[config.mk]
export PLATFORM = sky130hd
export DESIGN_NAME = vga_dither_out
export DESIGN_NICKNAME = d
export VERILOG_FILES = /design/src/rtl/vga_dither_pkg.sv /design/src/rtl/vga_dither_channel.sv /design/src/rtl/vga_dither_out.sv
export SDC_FILE = /design/constraint.sdc
export NUM_CORES = 1
export LEC_CHECK = 0
export CAP_MARGIN = 20
export CELL_PAD_IN_SITES_DETAIL_PLACEMENT = 2
export CELL_PAD_IN_SITES_GLOBAL_PLACEMENT = 2
export CORE_MARGIN = 5
export CORE_UTILIZATION = 36
export CTS_CLUSTER_SIZE = 24
export DETAILED_ROUTE_END_ITERATION = 12
export PLACE_DENSITY_LB_ADDON = 0.08
export SYNTH_ARGS = -nofsm -noshare
export SYNTH_HDL_FRONTEND = slang
export SYNTH_SLANG_ARGS = --single-unit
[constraint.sdc]
create_clock -name clk_vga -period 3.7 [get_ports clk_vga]
set_clock_uncertainty 0.1 [all_clocks]
set_input_delay 0.74 -clock clk_vga [delete_from_list [all_inputs] [get_ports clk_vga]]
set_output_delay 0.74 -clock clk_vga [all_outputs]
set_load 0.01 [all_outputs]
[src/rtl/vga_dither_pkg.sv]
// vga_dither_pkg: shared widths and the 4x4 Bayer matrix for the VGA dither output stage
package vga_dither_pkg;
   localparam int IN_W  = 6;
   localparam int OUT_W = 3;
   localparam int CNT_W = 2;
   localparam logic [3:0] BAYER [4][4] = '{
      '{4'd0,  4'd8,  4'd2,  4'd10},
      '{4'd12, 4'd4,  4'd14, 4'd6},
      '{4'd3,  4'd11, 4'd1,  4'd9},
      '{4'd15, 4'd7,  4'd13, 4'd5}
   };
   // Halved Bayer entry (0..7), compared against the 3 dropped low bits.
   function automatic logic [OUT_W-1:0] bayer_thresh(input logic [CNT_W-1:0] x, input logic [CNT_W-1:0] y);
      return BAYER[y][x][3:1];
   endfunction
endpackage

[src/rtl/vga_dither_channel.sv]
// dither_channel: one colour channel, 6-bit in -> 3-bit ordered-dither or truncated, registered
//   clk_vga, rst_n : pixel clock, async active-low reset
//   pix            : 6-bit colour, x/y : Bayer index, en : 1 = dither, 0 = truncate
//   q              : 3-bit registered output
module dither_channel import vga_dither_pkg::*; (
   input  logic             clk_vga,
   input  logic             rst_n,
   input  logic [IN_W-1:0]  pix,
   input  logic [CNT_W-1:0] x,
   input  logic [CNT_W-1:0] y,
   input  logic             en,
   output logic [OUT_W-1:0] q
);
   logic [OUT_W-1:0] hi, lo, t;
   logic [OUT_W:0]   sum;
   always_comb begin
      hi  = pix[IN_W-1 -: OUT_W];
      lo  = pix[OUT_W-1:0];
      t   = bayer_thresh(x, y);
      sum = {1'b0, hi} + {{OUT_W{1'b0}}, lo > t};
   end
   always_ff @(posedge clk_vga or negedge rst_n)
      if (!rst_n) q <= '0;
      else        q <= !en ? hi : sum[OUT_W] ? '1 : sum[OUT_W-1:0];
endmodule

[src/rtl/vga_dither_out.sv]
// vga_dither_out: 18-bit pixel to 9-bit VGA DAC with ordered dither, 2-cycle latency on colour and syncs
//   clk_vga, rst_n           : pixel clock, async active-low reset
//   dither_en                : 1 = ordered dither, 0 = plain truncation
//   r_in, g_in, b_in         : 6-bit colour; hsync_in, vsync_in : syncs aligned with colour
//   vga_r, vga_g, vga_b      : 3-bit colour to DAC; vga_hsync, vga_vsync : syncs aligned with colour
module vga_dither_out import vga_dither_pkg::*; #(
   parameter bit HSYNC_POL = 1'b0,
   parameter bit VSYNC_POL = 1'b0,
   parameter bit TEMPORAL  = 1'b1
) (
   input  logic             clk_vga,
   input  logic             rst_n,
   input  logic             dither_en,
   input  logic [IN_W-1:0]  r_in,
   input  logic [IN_W-1:0]  g_in,
   input  logic [IN_W-1:0]  b_in,
   input  logic             hsync_in,
   input  logic             vsync_in,
   output logic [OUT_W-1:0] vga_r,
   output logic [OUT_W-1:0] vga_g,
   output logic [OUT_W-1:0] vga_b,
   output logic             vga_hsync,
   output logic             vga_vsync
);
   logic [CNT_W-1:0] cx, cy, fc, px, py, x1, y1;
   logic [IN_W-1:0]  r1, g1, b1;
   logic             hs_prev, vs_prev, armed, hs_edge, vs_edge, en1, hs1, vs1;
   // armed stays low for the first cycle after reset so a sync already active at release is not an edge
   always_comb begin
      hs_edge = armed && (hsync_in == HSYNC_POL) && (hs_prev != HSYNC_POL);
      vs_edge = armed && (vsync_in == VSYNC_POL) && (vs_prev != VSYNC_POL);
      px      = TEMPORAL ? cx ^ {CNT_W{fc[0]}} : cx;
      py      = TEMPORAL ? cy ^ {CNT_W{fc[1]}} : cy;
   end
   always_ff @(posedge clk_vga or negedge rst_n)
      if (!rst_n) begin
         cx        <= '0;
         cy        <= '0;
         fc        <= '0;
         armed     <= 1'b0;
         hs_prev   <= ~HSYNC_POL;
         vs_prev   <= ~VSYNC_POL;
         r1        <= '0;
         g1        <= '0;
         b1        <= '0;
         en1       <= 1'b0;
         x1        <= '0;
         y1        <= '0;
         hs1       <= ~HSYNC_POL;
         vs1       <= ~VSYNC_POL;
         vga_hsync <= ~HSYNC_POL;
         vga_vsync <= ~VSYNC_POL;
      end else begin
         armed     <= 1'b1;
         hs_prev   <= hsync_in;
         vs_prev   <= vsync_in;
         cx        <= hs_edge ? '0 : cx + CNT_W'(1);
         cy        <= vs_edge ? '0 : hs_edge ? cy + CNT_W'(1) : cy;
         fc        <= vs_edge ? fc + CNT_W'(1) : fc;
         r1        <= r_in;
         g1        <= g_in;
         b1        <= b_in;
         en1       <= dither_en;
         x1        <= px;
         y1        <= py;
         hs1       <= hsync_in;
         vs1       <= vsync_in;
         vga_hsync <= hs1;
         vga_vsync <= vs1;
      end
   dither_channel u_r (.clk_vga(clk_vga), .rst_n(rst_n), .pix(r1), .x(x1), .y(y1), .en(en1), .q(vga_r));
   dither_channel u_g (.clk_vga(clk_vga), .rst_n(rst_n), .pix(g1), .x(x1), .y(y1), .en(en1), .q(vga_g));
   dither_channel u_b (.clk_vga(clk_vga), .rst_n(rst_n), .pix(b1), .x(x1), .y(y1), .en(en1), .q(vga_b));
endmodule

### Yosys cells after proc, flatten, opt, wreduce, memory -nomap -nowiden

Cells that the tools add are included.

| storage, ports and cells | value |
|---|---|
| bits of input ports | 23 |
| register bits | 43 |
| output and inout bits | 11 |
| word-level logic and storage cells | 54 |

| operators by class | value |
|---|---|
| reduce and logical (&&, ||, !) cells | 5 |
| bitwise operators | 6 |
| magnitude comparators | 5 |
| mux-type cells | 15 |
| $add $sub $neg | 6 |

Operators by type and width:

| kind | number |
|---|---|
| binary-select mux 16 bit (select 2 bit) | 1 |
| two-way mux 16 bit | 2 |
| two-way mux 3 bit | 6 |
| adder 3 x 1 -> 4 bit | 3 |
| greater-than comparator 3 bit | 3 |
| binary-select mux 4 bit (select 2 bit) | 1 |
| two-way mux 4 bit | 2 |
| adder 2 x 1 -> 2 bit, second input constant | 3 |
| greater-or-equal comparator 3 bit, second input constant | 2 |
| two-way mux 2 bit | 3 |
| inverter 2 -> 3 bit | 2 |
| logical AND 1 bit | 4 |
| bitwise XOR 2 bit | 2 |
| inverter 1 bit | 2 |
| nonzero test 2 bit | 1 |

### Longest topological paths before layout

| logic depth | value |
|---|---|
| word-level depth | 11 |
| gate-level depth with buffers | 10 |
| depth with buffers taken out | 10 |

### By module

From an unflattened synthesis, not the netlist that was laid out.

| second synthesis, totals | value |
|---|---|
| cells, all modules | 133 |
| area total of the unflattened synthesis | 1724.2 um^2 |

By module, submodules not included:

| module | cells each | area each (um^2) | instances | seq. area each (um^2) |
|---|---|---|---|---|
| vga_dither_out | 55 | 1014.7 | 1 | 855.8 |
| dither_channel | 26 | 236.5 | 3 | 75.1 |

### Worst setup path before layout

OpenSTA, ideal clock, no wires.

| timing path | value |
|---|---|
| path type | reg2reg |
| start point | register x1[0] |
| end point | register u_r.q[1] |
| arrival | 1713 ps |
| period minus slack after synthesis | 1934 ps |
| buffers on the path | 0 |
| library setup time | 121 ps |
| required time | 3479 ps |
| path slack | 1766 ps |
| stages on the path, launching flop included | 7 |
| path through | dfrtp_1 xnor2_1 ha_1 a32oi_1 ha_1 ha_1 a22o_1 |

| between the ends | value |
|---|---|
| longest elaborated chain between the ends | 8 |

Ends and longest elaborated chain:

| element | line | RTL |
|---|---|---|
| start, declared | vga_dither_out.sv:25 | `logic [CNT_W-1:0] cx, cy, fc, px, py, x1, y1;` |
| start signal, assigned | vga_dither_out.sv:64 | `x1 <= px;` |
| inverter 2 -> 3 bit (implied by the code) | vga_dither_pkg.sv:14 | `return BAYER[y][x][3:1];` |
| binary-select mux 4 bit (select 2 bit) | vga_dither_pkg.sv:14 |  |
| two-way mux 4 bit (implied by the code) (2 in series) | vga_dither_pkg.sv:14 |  |
| greater-than comparator 3 bit | vga_dither_channel.sv:20 | `sum = {1'b0, hi} + {{OUT_W{1'b0}}, lo > t};` |
| adder 3 x 1 -> 4 bit | vga_dither_channel.sv:20 |  |
| two-way mux 3 bit (2 in series) | vga_dither_channel.sv:24 | `else q <= !en ? hi : sum[OUT_W] ? '1 : sum[OUT_W-1:0];` |
| end signal, assigned | vga_dither_channel.sv:24 |  |
| end, declared | vga_dither_channel.sv:12 | `output logic [OUT_W-1:0] q` |

No other way between the ends. The select of a mux whose other input is x is not followed.
A chain may end at the register's enable or synchronous reset.

### Worst setup path after layout

| timing path | value |
|---|---|
| start point | register x1[0] |
| end point | register u_g.q[2] |

| between the ends | value |
|---|---|
| longest elaborated chain between the ends | 8 |

Ends and longest elaborated chain:

| element | line |
|---|---|
| inverter 2 -> 3 bit (implied by the code) | vga_dither_pkg.sv:14 |
| binary-select mux 4 bit (select 2 bit) | vga_dither_pkg.sv:14 |
| two-way mux 4 bit (implied by the code) (2 in series) | vga_dither_pkg.sv:14 |
| greater-than comparator 3 bit | vga_dither_channel.sv:20 |
| adder 3 x 1 -> 4 bit | vga_dither_channel.sv:20 |
| two-way mux 3 bit (2 in series) | vga_dither_channel.sv:24 |
| end signal, assigned | vga_dither_channel.sv:24 |
| end, declared | vga_dither_channel.sv:12 |

No other way between the ends. The select of a mux whose other input is x is not followed.

==> impl_metrics.tcl <==
set metrics [dict create \
    outcome "complete, no violations" \
    critical_path.endpoint_type "flop" \
    portion_of_the_post_synthesis_area_used_by_sequential_elements_pct 64.14 \
    cpLargestDelayFamily "adder cells" \
    clock_latency_ns 0.30 \
    setup_viol 0 \
    antenna_cells_inserted 0 \
    met1_usage_pct 14.34 \
    drc 0 \
    groute.usage.overall_pct 13.36 \
    clock.fmax_mhz 424.4 \
    i_o_pins 34 \
    dominant_combinational_cell_family_by_area_after_synthesis "adder cells" \
    area.growth.synth_to_final_pct 28.73 \
    port_buffers 33 \
    cts_tree "yes" \
    nNetsFinal 202 \
    start_kind "flop" \
    synth.net_count 164 \
    ys_types 20 \
    crit_top_cell "ha_1" \
    cts_hold_repair.buffers 0 \
    place_ws_ns 1.389 \
    reg2regPathDepth 8 \
    tritoncts_sink_count 43 \
    cts_root_buf "clkbuf_8" \
    clock_pin_slew_on_the_worst_setup_and_hold_paths_ns 0.09 \
    synth-warning-count 0 \
    maxCapViolCount 0 \
    critical_path.cell_chain "xnor2_1 > ha_1 > a32oi_1 > ha_1 > ha_1 > nand2_1 > a21oi_1 > a21oi_1" \
    cellPowerDensity_nw_per_um2 724.3 \
    die_width_um 78.42 \
    crit_type "flop to flop" \
    post-cts-setup-buffers 0 \
    cp_max_fo 4 \
    post_synth_inst_count 126 \
    post_drt_wl_per_cell_um 15.75 \
    multi_input_area_um2 555.5 \
    layout-drive-gt1-share_pct 10.30 \
    fin_tns_setup_ns 0 \
    grt_max_degree 44 \
    fillers 434 \
    firstDrtPassIters 2 \
    synth_simple_gate_area_share_pct 6.756 \
    ir_drop_uv 265.4 \
    final_antenna_net_count 0 \
    crit_path_cell_count 8 \
    die_h_um 78.42 \
    crit_path_buffers_inverters 0 \
    hold-path-cell-count 0 \
    post_synth_fa_ha_maj_area_fraction_pct 11.14 \
    xor_xnor_share_of_the_synthesized_area_pct 6.162 \
    dp.final_hpwl_um 2506 \
    viasPerCell 4.972 \
    critPathMaxStageDelay_ns 0.39 \
    via_count 1079 \
    final_period_minus_worst_setup_slack_ns 2.356 \
    grt_busiest_layer "met2" \
    number_of_storage_elements_in_the_synthesis_netlist 43 \
    floorplan.initialDensity_pct 37.92 \
    cts_buffers 5 \
    rsz0062_at_grt "no" \
    timing_worst_slew_pin_value_ns 0.9267 \
    drt_first_iter_violations 17 \
    postLayoutSetupSlackWorst_ns 1.344 \
    avg_inst_size_synth_um2 13.38 \
    seqCellArea_um2 1081 \
    floorplan.rows 24 \
    worstPathRequired_ns 3.78 \
    timing.final.max_slew_violations 0 \
    antenna_found_initial 0 \
    cts.path.max_buffers 2 \
    final.period_utilization_pct 63.69 \
    grt_util_met2_pct 24.14 \
    timing.slew.headroom_pct 38.22 \
    cts_repair_resize_count 0 \
    finalHoldViolCount 0 \
    ctsHtreeMaxLevel 2 \
    postLayoutCoreUtil_pct 48.82 \
    timing.hold.worst.class "flop to flop" \
    crit_slowest_cell "dfrtp_1" \
    syn_area_um2 1685 \
    detail_route.wirelength_um 3418 \
    synth_compound_area_share_pct 8.686 \
    dieArea_um2 6150 \
    grt.met3_usage_pct 3.776 \
    grt_pass1_wl_um 6396 \
    cellLeakagePower_nw 0.9874 \
    overflow 0 \
    globalplace.congestion 0.7797 \
    crit_arrival_ns 2.44 \
    synth.mux.area_fraction_pct 0 \
    first_global_vias 1357 \
    core_area_um2 4444 \
]
## worst paths after layout
| kind | start | to | slack (ns) |
|---|---|---|---|
| max | x1[0] | u_g.q[2] | 1.34 |
| min | vs_prev | vga_vsync | 0.27 |
| max reg2reg | x1[0] | u_g.q[2] | 1.34 |
| min reg2reg | vs_prev | vga_vsync | 0.27 |
| max in group asynchronous | rst_n | r1[5] | 2.44 |
| min in group asynchronous | rst_n | r1[3] | 0.48 |
## layout by cell type, fill, tap and decap left out
| cell | Yosys | layout |
|---|---|---|
| xnor2_2 | 1 | 1 |
| inv_6 | 0 | 1 |
| conb_1 | 1 | 1 |
| nand4b_1 | 1 | 1 |
| nand2_2 | 1 | 1 |
| clkbuf_8 | 0 | 5 |
| inv_1 | 7 | 7 |
| a31oi_1 | 3 | 3 |
| xnor2_1 | 3 | 3 |
| ha_1 | 15 | 15 |
| nand2_1 | 9 | 9 |
| nor2b_1 | 3 | 3 |
| a21oi_1 | 12 | 12 |
| and3b_2 | 2 | 2 |
| clkinv_4 | 0 | 1 |
| dfrtp_1 | 39 | 39 |
| a22o_1 | 3 | 3 |
| o21ai_0 | 3 | 3 |
| clkdlybuf4s50_1 | 0 | 32 |
| dfstp_2 | 4 | 4 |
| bufinv_16 | 0 | 1 |
| a32oi_1 | 3 | 3 |
| xor2_1 | 7 | 7 |
| nor2_1 | 7 | 7 |
| buf_2 | 0 | 1 |
## cells in the mapped netlist, drive strengths merged
| library cell | count | area [µm²] |
|---|---|---|
| dfstp | 4 | 105.1 |
| nand2 | 10 | 40.04 |
| dfrtp | 39 | 975.9 |
| and3b | 2 | 20.02 |
| conb | 1 | 3.750 |
| nand4b | 1 | 8.760 |
| xnor2 | 4 | 42.55 |
| o21ai | 3 | 15.01 |
| nor2b | 3 | 18.77 |
| a21oi | 12 | 60.06 |
| buf | 2 | 22.52 |
| ha | 15 | 187.7 |
| inv | 7 | 26.28 |
| a32oi | 3 | 26.28 |
| a22o | 3 | 26.28 |
| nor2 | 7 | 26.28 |
| xor2 | 7 | 61.31 |
| a31oi | 3 | 18.77 |
## area by class of cell
type	count	share of cell area, %
clock buffer	5	3.172
clock inverter	3	2.191
inverter	7	1.211
multi-input combinational	74	25.61
sequential	43	49.83
tap	52	2.999
timing repair buffer	33	14.99
## sequential cells by signal (all words and copies together) (netlist names), 3 cells and up
name and cells:
b1 6, g1 6, r1 6, u_b.q 3, u_g.q 3, u_r.q 3
## cell families after synthesis
family / count (synthesis)
buf+inv: 9
xor+xnor: 11
compound gates: 24
other cells: 1
fa+ha+maj: 15
flops: 43
simple gates: 23
## per-layer routing
layer	share of wire, %	up-vias
li1	-	503
met3	4.5	9
met5	0	-
met4	2.6	0
met2	53	28
met1	40	539
## stage by stage
| step | instances | instance area, µm² | total power, mW | hold slack [ns] |
|---|---|---|---|---|
| 2_1_floorplan | 126 | 1685 | 0.9793 | 0.2511 |
| 3_3_place_gp | 209 | 2053 | 1.162 | 0.2580 |
| 3_5_place_dp | 209 | 2053 | 1.208 | 0.2552 |
| 4_1_cts | 217 | 2170 | 1.609 | 0.2718 |
| 5_1_grt | 217 | 2170 | 1.720 | 0.2790 |
| 6_report | 217 | 2170 | 1.571 | 0.2689 |
## power breakdown
part / internal [mW] / switching, mW / leakage, nW / total [mW]
logic: 0.284 / 0.276 / 0.429 / 0.560
registers: 0.569 / 0.0663 / 0.499 / 0.636
clock network: 0.205 / 0.171 / 0.0587 / 0.376
Power figures use the tool's default switching activity.
